File: config.mk
export PLATFORM = sky130hd
export DESIGN_NAME = chimp_control
export DESIGN_NICKNAME = d
export VERILOG_FILES = /design/src/rtl/chimp_control.sv
export SDC_FILE = /design/constraint.sdc
export NUM_CORES = 1
export LEC_CHECK = 0
export BUFFER_PORTS_ARGS = -buffer_cell sky130_fd_sc_hd__buf_2
export CORE_ASPECT_RATIO = 0.5
export CORE_MARGIN = 3
export CORE_UTILIZATION = 57
export CTS_CLUSTER_SIZE = 25
export DETAILED_ROUTE_END_ITERATION = 10
export GPL_TIMING_DRIVEN = 0
export MAX_ROUTING_LAYER = met4
export PLACE_DENSITY = 0.84
export SLEW_MARGIN = 30
export SYNTH_ARGS = -nofsm -noshare
export SYNTH_HDL_FRONTEND = slang
export SYNTH_SLANG_ARGS = --single-unit
File: constraint.sdc
create_clock -name clk -period 3.75 [get_ports clk]
set_input_delay 0.1875 -clock clk [delete_from_list [all_inputs] [get_ports clk]]
set_output_delay 0.1875 -clock clk [all_outputs]
set_load 0.02 [all_outputs]
File: src/rtl/chimp_control.sv
// Round sequencer for the Chimp memory game: clears the board, loads numbers
// 1..level into free cells, tracks the player's next number, strikes and levels.
module chimp_control #(
    parameter int START_LEVEL = 4,
    parameter int MAX_LEVEL   = 31,
    parameter int MAX_STRIKES = 3
) (
    input  logic       clk,
    input  logic       iResetn,
    input  logic       iStart,
    input  logic       iContinue,
    input  logic       iDoneLoad,
    input  logic       iChoseCorrect,
    input  logic       iChoseWrong,
    output logic       oResetBoard,
    output logic       oLoadEnable,
    output logic [4:0] oLoadNum,
    output logic [4:0] oChooseNum,
    output logic       oHideNumbers,
    output logic [4:0] oLevel,
    output logic [4:0] oScore,
    output logic [1:0] oStrikes,
    output logic       oRoundWon,
    output logic       oGameOver,
    output logic [2:0] oState
);

    localparam logic [2:0] S_IDLE       = 3'd0;
    localparam logic [2:0] S_CLEAR      = 3'd1;
    localparam logic [2:0] S_LOAD_REQ   = 3'd2;
    localparam logic [2:0] S_LOAD_WAIT  = 3'd3;
    localparam logic [2:0] S_PLAY       = 3'd4;
    localparam logic [2:0] S_ROUND_WIN  = 3'd5;
    localparam logic [2:0] S_ROUND_LOSE = 3'd6;
    localparam logic [2:0] S_GAME_OVER  = 3'd7;

    localparam logic [4:0] START_LVL  = 5'(START_LEVEL);
    localparam logic [4:0] MAX_LVL    = 5'(MAX_LEVEL);
    localparam logic [1:0] STRIKE_LIM = 2'(MAX_STRIKES);

    logic [2:0] state_r,      state_s;
    logic [4:0] level_r,      level_s;
    logic [4:0] score_r,      score_s;
    logic [1:0] strikes_r,    strikes_s;
    logic [4:0] load_num_r,   load_num_s;
    logic [4:0] choose_num_r, choose_num_s;
    logic       hide_r,       hide_s;
    logic [1:0] strike_inc_s;

    // Next-state and datapath-register decode for one round of play
    always_comb begin
        state_s      = state_r;
        level_s      = level_r;
        score_s      = score_r;
        strikes_s    = strikes_r;
        load_num_s   = load_num_r;
        choose_num_s = choose_num_r;
        hide_s       = hide_r;
        strike_inc_s = strikes_r + 2'd1;

        case (state_r)
            S_IDLE, S_GAME_OVER: begin
                if (iStart) begin
                    state_s   = S_CLEAR;
                    level_s   = START_LVL;
                    strikes_s = 2'd0;
                    score_s   = 5'd0;
                end else begin
                    state_s = state_r;
                end
            end
            S_CLEAR: begin
                load_num_s   = 5'd1;
                choose_num_s = 5'd1;
                hide_s       = 1'b0;
                state_s      = S_LOAD_REQ;
            end
            S_LOAD_REQ: begin
                state_s = S_LOAD_WAIT;
            end
            S_LOAD_WAIT: begin
                // A missed load means the random cell was occupied: retry the same number
                if (!iDoneLoad) begin
                    state_s = S_LOAD_REQ;
                end else if (load_num_r == level_r) begin
                    state_s = S_PLAY;
                end else begin
                    load_num_s = load_num_r + 5'd1;
                    state_s    = S_LOAD_REQ;
                end
            end
            S_PLAY: begin
                // Wrong has priority so a simultaneous pair costs exactly one strike
                if (iChoseWrong) begin
                    strikes_s = strike_inc_s;
                    if (strike_inc_s == STRIKE_LIM) begin
                        state_s = S_GAME_OVER;
                    end else begin
                        state_s = S_ROUND_LOSE;
                    end
                end else if (iChoseCorrect) begin
                    hide_s = 1'b1;
                    if (choose_num_r == level_r) begin
                        score_s = level_r;
                        state_s = S_ROUND_WIN;
                    end else begin
                        choose_num_s = choose_num_r + 5'd1;
                        state_s      = S_PLAY;
                    end
                end else begin
                    state_s = S_PLAY;
                end
            end
            S_ROUND_WIN: begin
                if (iContinue) begin
                    if (level_r == MAX_LVL) begin
                        state_s = S_GAME_OVER;
                    end else begin
                        level_s = level_r + 5'd1;
                        state_s = S_CLEAR;
                    end
                end else begin
                    state_s = S_ROUND_WIN;
                end
            end
            S_ROUND_LOSE: begin
                if (iContinue) begin
                    state_s = S_CLEAR;
                end else begin
                    state_s = S_ROUND_LOSE;
                end
            end
            default: begin
                state_s = S_IDLE;
            end
        endcase
    end

    // State and round registers
    always_ff @(posedge clk or negedge iResetn) begin
        if (!iResetn) begin
            state_r      <= S_IDLE;
            level_r      <= 5'd0;
            score_r      <= 5'd0;
            strikes_r    <= 2'd0;
            load_num_r   <= 5'd0;
            choose_num_r <= 5'd0;
            hide_r       <= 1'b0;
        end else begin
            state_r      <= state_s;
            level_r      <= level_s;
            score_r      <= score_s;
            strikes_r    <= strikes_s;
            load_num_r   <= load_num_s;
            choose_num_r <= choose_num_s;
            hide_r       <= hide_s;
        end
    end

    // Outputs come straight from registers or a decode of the registered state
    assign oResetBoard  = (state_r == S_CLEAR);
    assign oLoadEnable  = (state_r == S_LOAD_REQ);
    assign oLoadNum     = load_num_r;
    assign oChooseNum   = choose_num_r;
    assign oHideNumbers = hide_r;
    assign oLevel       = level_r;
    assign oScore       = score_r;
    assign oStrikes     = strikes_r;
    assign oRoundWon    = (state_r == S_ROUND_WIN);
    assign oGameOver    = (state_r == S_GAME_OVER);
    assign oState       = state_r;

endmodule

# Word-level counts from Yosys, hierarchy flattened
# Cells that the tools add are included.
# W data, S select, Z words.
# classes
reduce_logical	12
n_mux	33
eq_ne	21
n_addsub	4
# ops
operator	n
$mux W5	12
$pmux W5 S2	4
$mux W3	8
$pmux W3 S7	1
$ne A2 B2 Y1 const B	10
$add A5 B1 Y5 const B	3
$eq A3 B3 Y1 const B	4
$eq A5 B5 Y1	2
$reduce_and A3 Y1	3
$reduce_and A4 Y1	2
$reduce_bool A2 Y1	4
$eq A3 B2 Y1 const B	2
$eq A5 B5 Y1 const B	1
$reduce_and A5 Y1	1
$mux W1	4
$mux W2	2
$pmux W2 S2	1
$eq A3 B1 Y1 const B	1
$logic_not A3 Y1	1
$add A2 B1 Y2 const B	1
$eq A2 B2 Y1 const B	1
$pmux W1 S2	1
$reduce_or A2 Y1	1
# word_totals
wordCells	77
register_bits	26
inputBits	7
output_inout_bits	30

# Longest topological paths before layout
# logic_depth
ltp_word	5
ltp_mapped	8
ltp_nobuf	8

# Worst setup path after synthesis
# Ideal clock, no wire load.
# synth_path
kind	flip-flop to flip-flop
start	register level_r[0] (netlist: oLevel[0])
end	register level_r[0] (netlist: oLevel[0])
t_required_ns	3.625
slack_ns	1.783
synth_period_minus_slack_ns	1.967
path_buffers	0
stages_incl_launch_ff	9
t_arrival_ns	1.842
setup_time_ns	0.125
cell_sequence	dfrtp_1 > ha_1 > and3_1 > ha_1 > nor2_1 > a21oi_1 > o22ai_1 > o21ai_1 > mux2_2
# synth_between
elab_chain_len	4
word_cells_on_any_way	7
cone_classes	add/sub (1); eq/ne (2); mux (3); reduce/logical (1)
# synth_rtl
element	line	rtl
start, declared	42	logic [4:0] level_r, level_s;
start signal, assigned	151	level_r <= level_s;
$add A5 B1 Y5	119	level_s = level_r + 5'd1;
$mux W5	116	if (level_r == MAX_LVL) begin
$mux W5	115	if (iContinue) begin
$pmux W5 S2	61	case (state_r)
# Parallel ways exist; a longest one is shown, timed or not. The select of a mux whose other input is x is not followed.
# A chain may end at the register's enable or synchronous reset.

# Final worst setup path
# Same ends and word-level chain as after synthesis.

==> impl_results.md <==
* Reg clk slew, reported paths at 0.09 ns
* Routed Antenna Nets at 0
* Layout Utilization at 77.51%
* Peak VDD IR at 546.3 uV
* GP Congestion at 0.9162
* CP Buf/Inv Count at 0
* Post-synthesis async set-or-reset flop share at 100.0%
* Register area share after synthesis at 40.12%
* MaxCap Viol Count at 0
* Syn Inst Count at 176
* Mean Syn Cell Area at 9.213 um2
* Worst-path fanout max at 7
* Top cells by area, synth: dfrtp_1 (40%), xnor2_1 (5.4%), nand2_1 (5.3%)
* Nets at 230
* Status: complete, no violations
* Most repeated library cell on the critical path: ha_1
* CTS Root Cell: clkbuf_8
* Clk Latency, worst-skew pair at 0.27 ns
* Slowest-stage cell, CP: dfrtp_1
* 1st-iter DRT viols at 52
* CTS tree: done
* Max-slew violations at 0
* # H-tree levels at 1
* Cell variety after synth at 49
* CP Class: flip-flop to flip-flop
* Initial antenna violation count at 0
* Slew @ Worst Pin at 0.5923 ns
* Area of the mapped netlist at 1622 um2
* Share of cells above drive strength 1 at 25.00%
* Antenna Cells at 0
* Tcrit/Tclk final at 58.94%
* # IOs at 37
* P_leak at 0.8912 nW
* Post-CTS setup buffer count at 0
* YS warnings at 0
* CP Launch Type: flip-flop
* Combinational Power Share at 49.4%
* CP peak stage delay at 0.52 ns
* Total number of vias at 1522
* Top cell type by total area after synthesis: dfrtp_1
* Top cell type's share of synthesized area at 40.12%
* Initial Utilization at 66.26%
* Clock tree sinks at 26
* Die Area at 3560 um2
* First-pass GRT wire length at 6.906 mm
* Final setup fails at 0
* Syn Nets at 188
* Fmax at 452.4 MHz
* Power Dens Cells at 596.4 nW/um2
* Synth Register Bits at 26
* DR vias/cell at 6.064
* GRT Total Usage at 26.39%
* Crit path required time at 3.91 ns
* Die X at 81.43 um
* Largest net degree at the start of global routing at 27
* Total core area at 2447 um2
* Post-synth EDFFs at 0
* CP delay by family, top: flip-flops
* Vias in the first global route at 1445
* Fin Hold WS at 0.2164 ns
* Post-DP HPWL at 2.957 mm
* Routed len/inst at 15.77 um
* Max clock buf depth at 2
* Setup TNS at 0 ns
* Internal power at 0.0006026 W
* RSZ-0062 raised after global routing: no
* Area delta synth->final at 16.98%
* FP Rows at 12
* Sequential Power Share at 36.6%
* Min Tclk post-route at 2.210 ns
* Critical Path Sink Type: flip-flop
* Remaining DRCs at 0
* Clock group share of total power at 14.1%
* Switching Fraction at 46.73%
* Die height at 43.72 um
* IO Port Bufs at 36
* Synth Flop Type: dfrtp_1
* Commonest non-fill, non-tap cell in the layout: buf_2
* Grt total ovfl at 0
* Switch Pwr at 0.0005286 W
* Total CTS buffers at 3
* Most frequent cells in the layout: buf_2 (39), dfrtp_1 (26), nand2_1 (23)
* Worst hold path type: primary input to flip-flop
* CP Cell Sequence: ha_1 > and3_1 > ha_1 > nor2_1 > a21oi_1 > o22ai_1 > o21ai_1 > mux2_2
* Pre-antenna DRT Iters at 4
* Final Hold Violating Endpoints at 0
* Crit path arrival time at 2.37 ns
* Clk_skew at 0.002116 ns
* Slew headroom at 60.51%
* Post-Route WL at 3.959 mm
-- worst reg2reg max path: stages (launching register included) --
cell	delay [ns]
dfrtp_1	0.52
ha_1	0.30
and3_1	0.19
ha_1	0.22
nor2_1	0.10
a21oi_1	0.05
o22ai_1	0.26
o21ai_1	0.17
mux2_2	0.30
-- layer usage --
metal / part of all wire [%] / GRT usage [%] / vias to the layer above
met4: 1.0 / 6.397 / 0
li1: - / - / 721
met5: 0 / - / -
met2: 48 / 43.37 / 53
met3: 5.7 / 5.602 / 6
met1: 45 / 33.46 / 742
-- Yosys cell counts, types with 2 or more instances --
library cell	n
nand3_1	11
nand3b_1	2
nor3_1	2
o21ai_1	7
xnor2_1	10
and3_1	4
mux2i_1	3
nor2_1	10
dfrtp_1	26
o21a_1	2
o21ai_0	3
o2111ai_1	2
o211ai_1	4
nand2_2	2
inv_1	4
a22o_1	7
or2_1	3
buf_2	3
o31ai_1	4
nand2b_1	2
o22ai_1	2
clkbuf_1	2
nand2_1	23
inv_2	2
ha_1	5
or4_1	3
a21oi_1	6
-- final cells by class --
cell class              count  area, um2
multi-input cells         137      914.6
flip-flops and latches     26      650.6
fillers                   183      550.5
repair buffers             37      190.2
well taps                  35      43.79
clock buffers               3      41.29
plain buffers               7      33.78
inverters                   6      22.52
-- flip-flops by register name, indices dropped and copies added (netlist names) --
signal / flops
oChooseNum: 5
oHideNumbers: 1
oLevel: 5
oLoadNum: 5
oScore: 5
oState: 3
oStrikes: 2
-- final timing paths --
kind	to	from	depth (start not counted)	slack [ns]
max	oLevel[0]$_DFFE_PN0P_	oLevel[0]$_DFFE_PN0P_	8	1.54
min	oStrikes[1]$_DFFE_PN0P_	iChoseWrong	3	0.22
max reg2reg	oLevel[0]$_DFFE_PN0P_	oLevel[0]$_DFFE_PN0P_	8	1.54
min reg2reg	oScore[4]$_DFFE_PN0P_	oScore[4]$_DFFE_PN0P_	1	0.51
max in group asynchronous	oState[0]$_DFFE_PN0P_	iResetn	2	2.92
min in group asynchronous	oChooseNum[0]$_DFFE_PN0P_	iResetn	2	0.44
-- per-stage QoR --
stage | setup WS, ns | power, W | std cells | area [um2]
2_1_floorplan | 1.783 | 0.0008041 | 176 | 1622
3_3_place_gp | 1.694 | 0.0009512 | 247 | 1846
3_5_place_dp | 1.599 | 0.0009708 | 247 | 1846
4_1_cts | 1.584 | 0.001133 | 251 | 1897
5_1_grt | 1.402 | 0.001233 | 251 | 1897
6_report | 1.540 | 0.001131 | 251 | 1897
-- what timing repair did --
action	CTS	global route
hold buffers	1	0
endpoints found under the hold margin	26	0
gates resized for setup	0	0
-- power by group through the flow --
stage	Sequential, W	Combinational (W)	Clock (W)
3_5_place_dp	0.000417	0.000553	0
6_report	0.000413	0.000559	0.000159
3_3_place_gp	0.000414	0.000537	0
2_1_floorplan	0.000462	0.000342	0
5_1_grt	0.000427	0.000623	0.000183
4_1_cts	0.000412	0.000557	0.000164
-- kinds of logic (layout without fill, tap and decap cells) --
kind of cell / count (synthesis) / after routing / synth area share [%]
and+or+nand+nor: 73 / 73 / 24.77
xor gates and xnor gates: 11 / 11 / 5.941
adders and majority gates: 5 / 5 / 3.858
AOI/OAI and AO/OA: 43 / 43 / 18.60
muxes: 5 / 5 / 3.241
buffers and inverters: 13 / 53 / 3.472
DFF: 26 / 26 / 40.12
No activity file was read; power rests on OpenSTA's default activity.
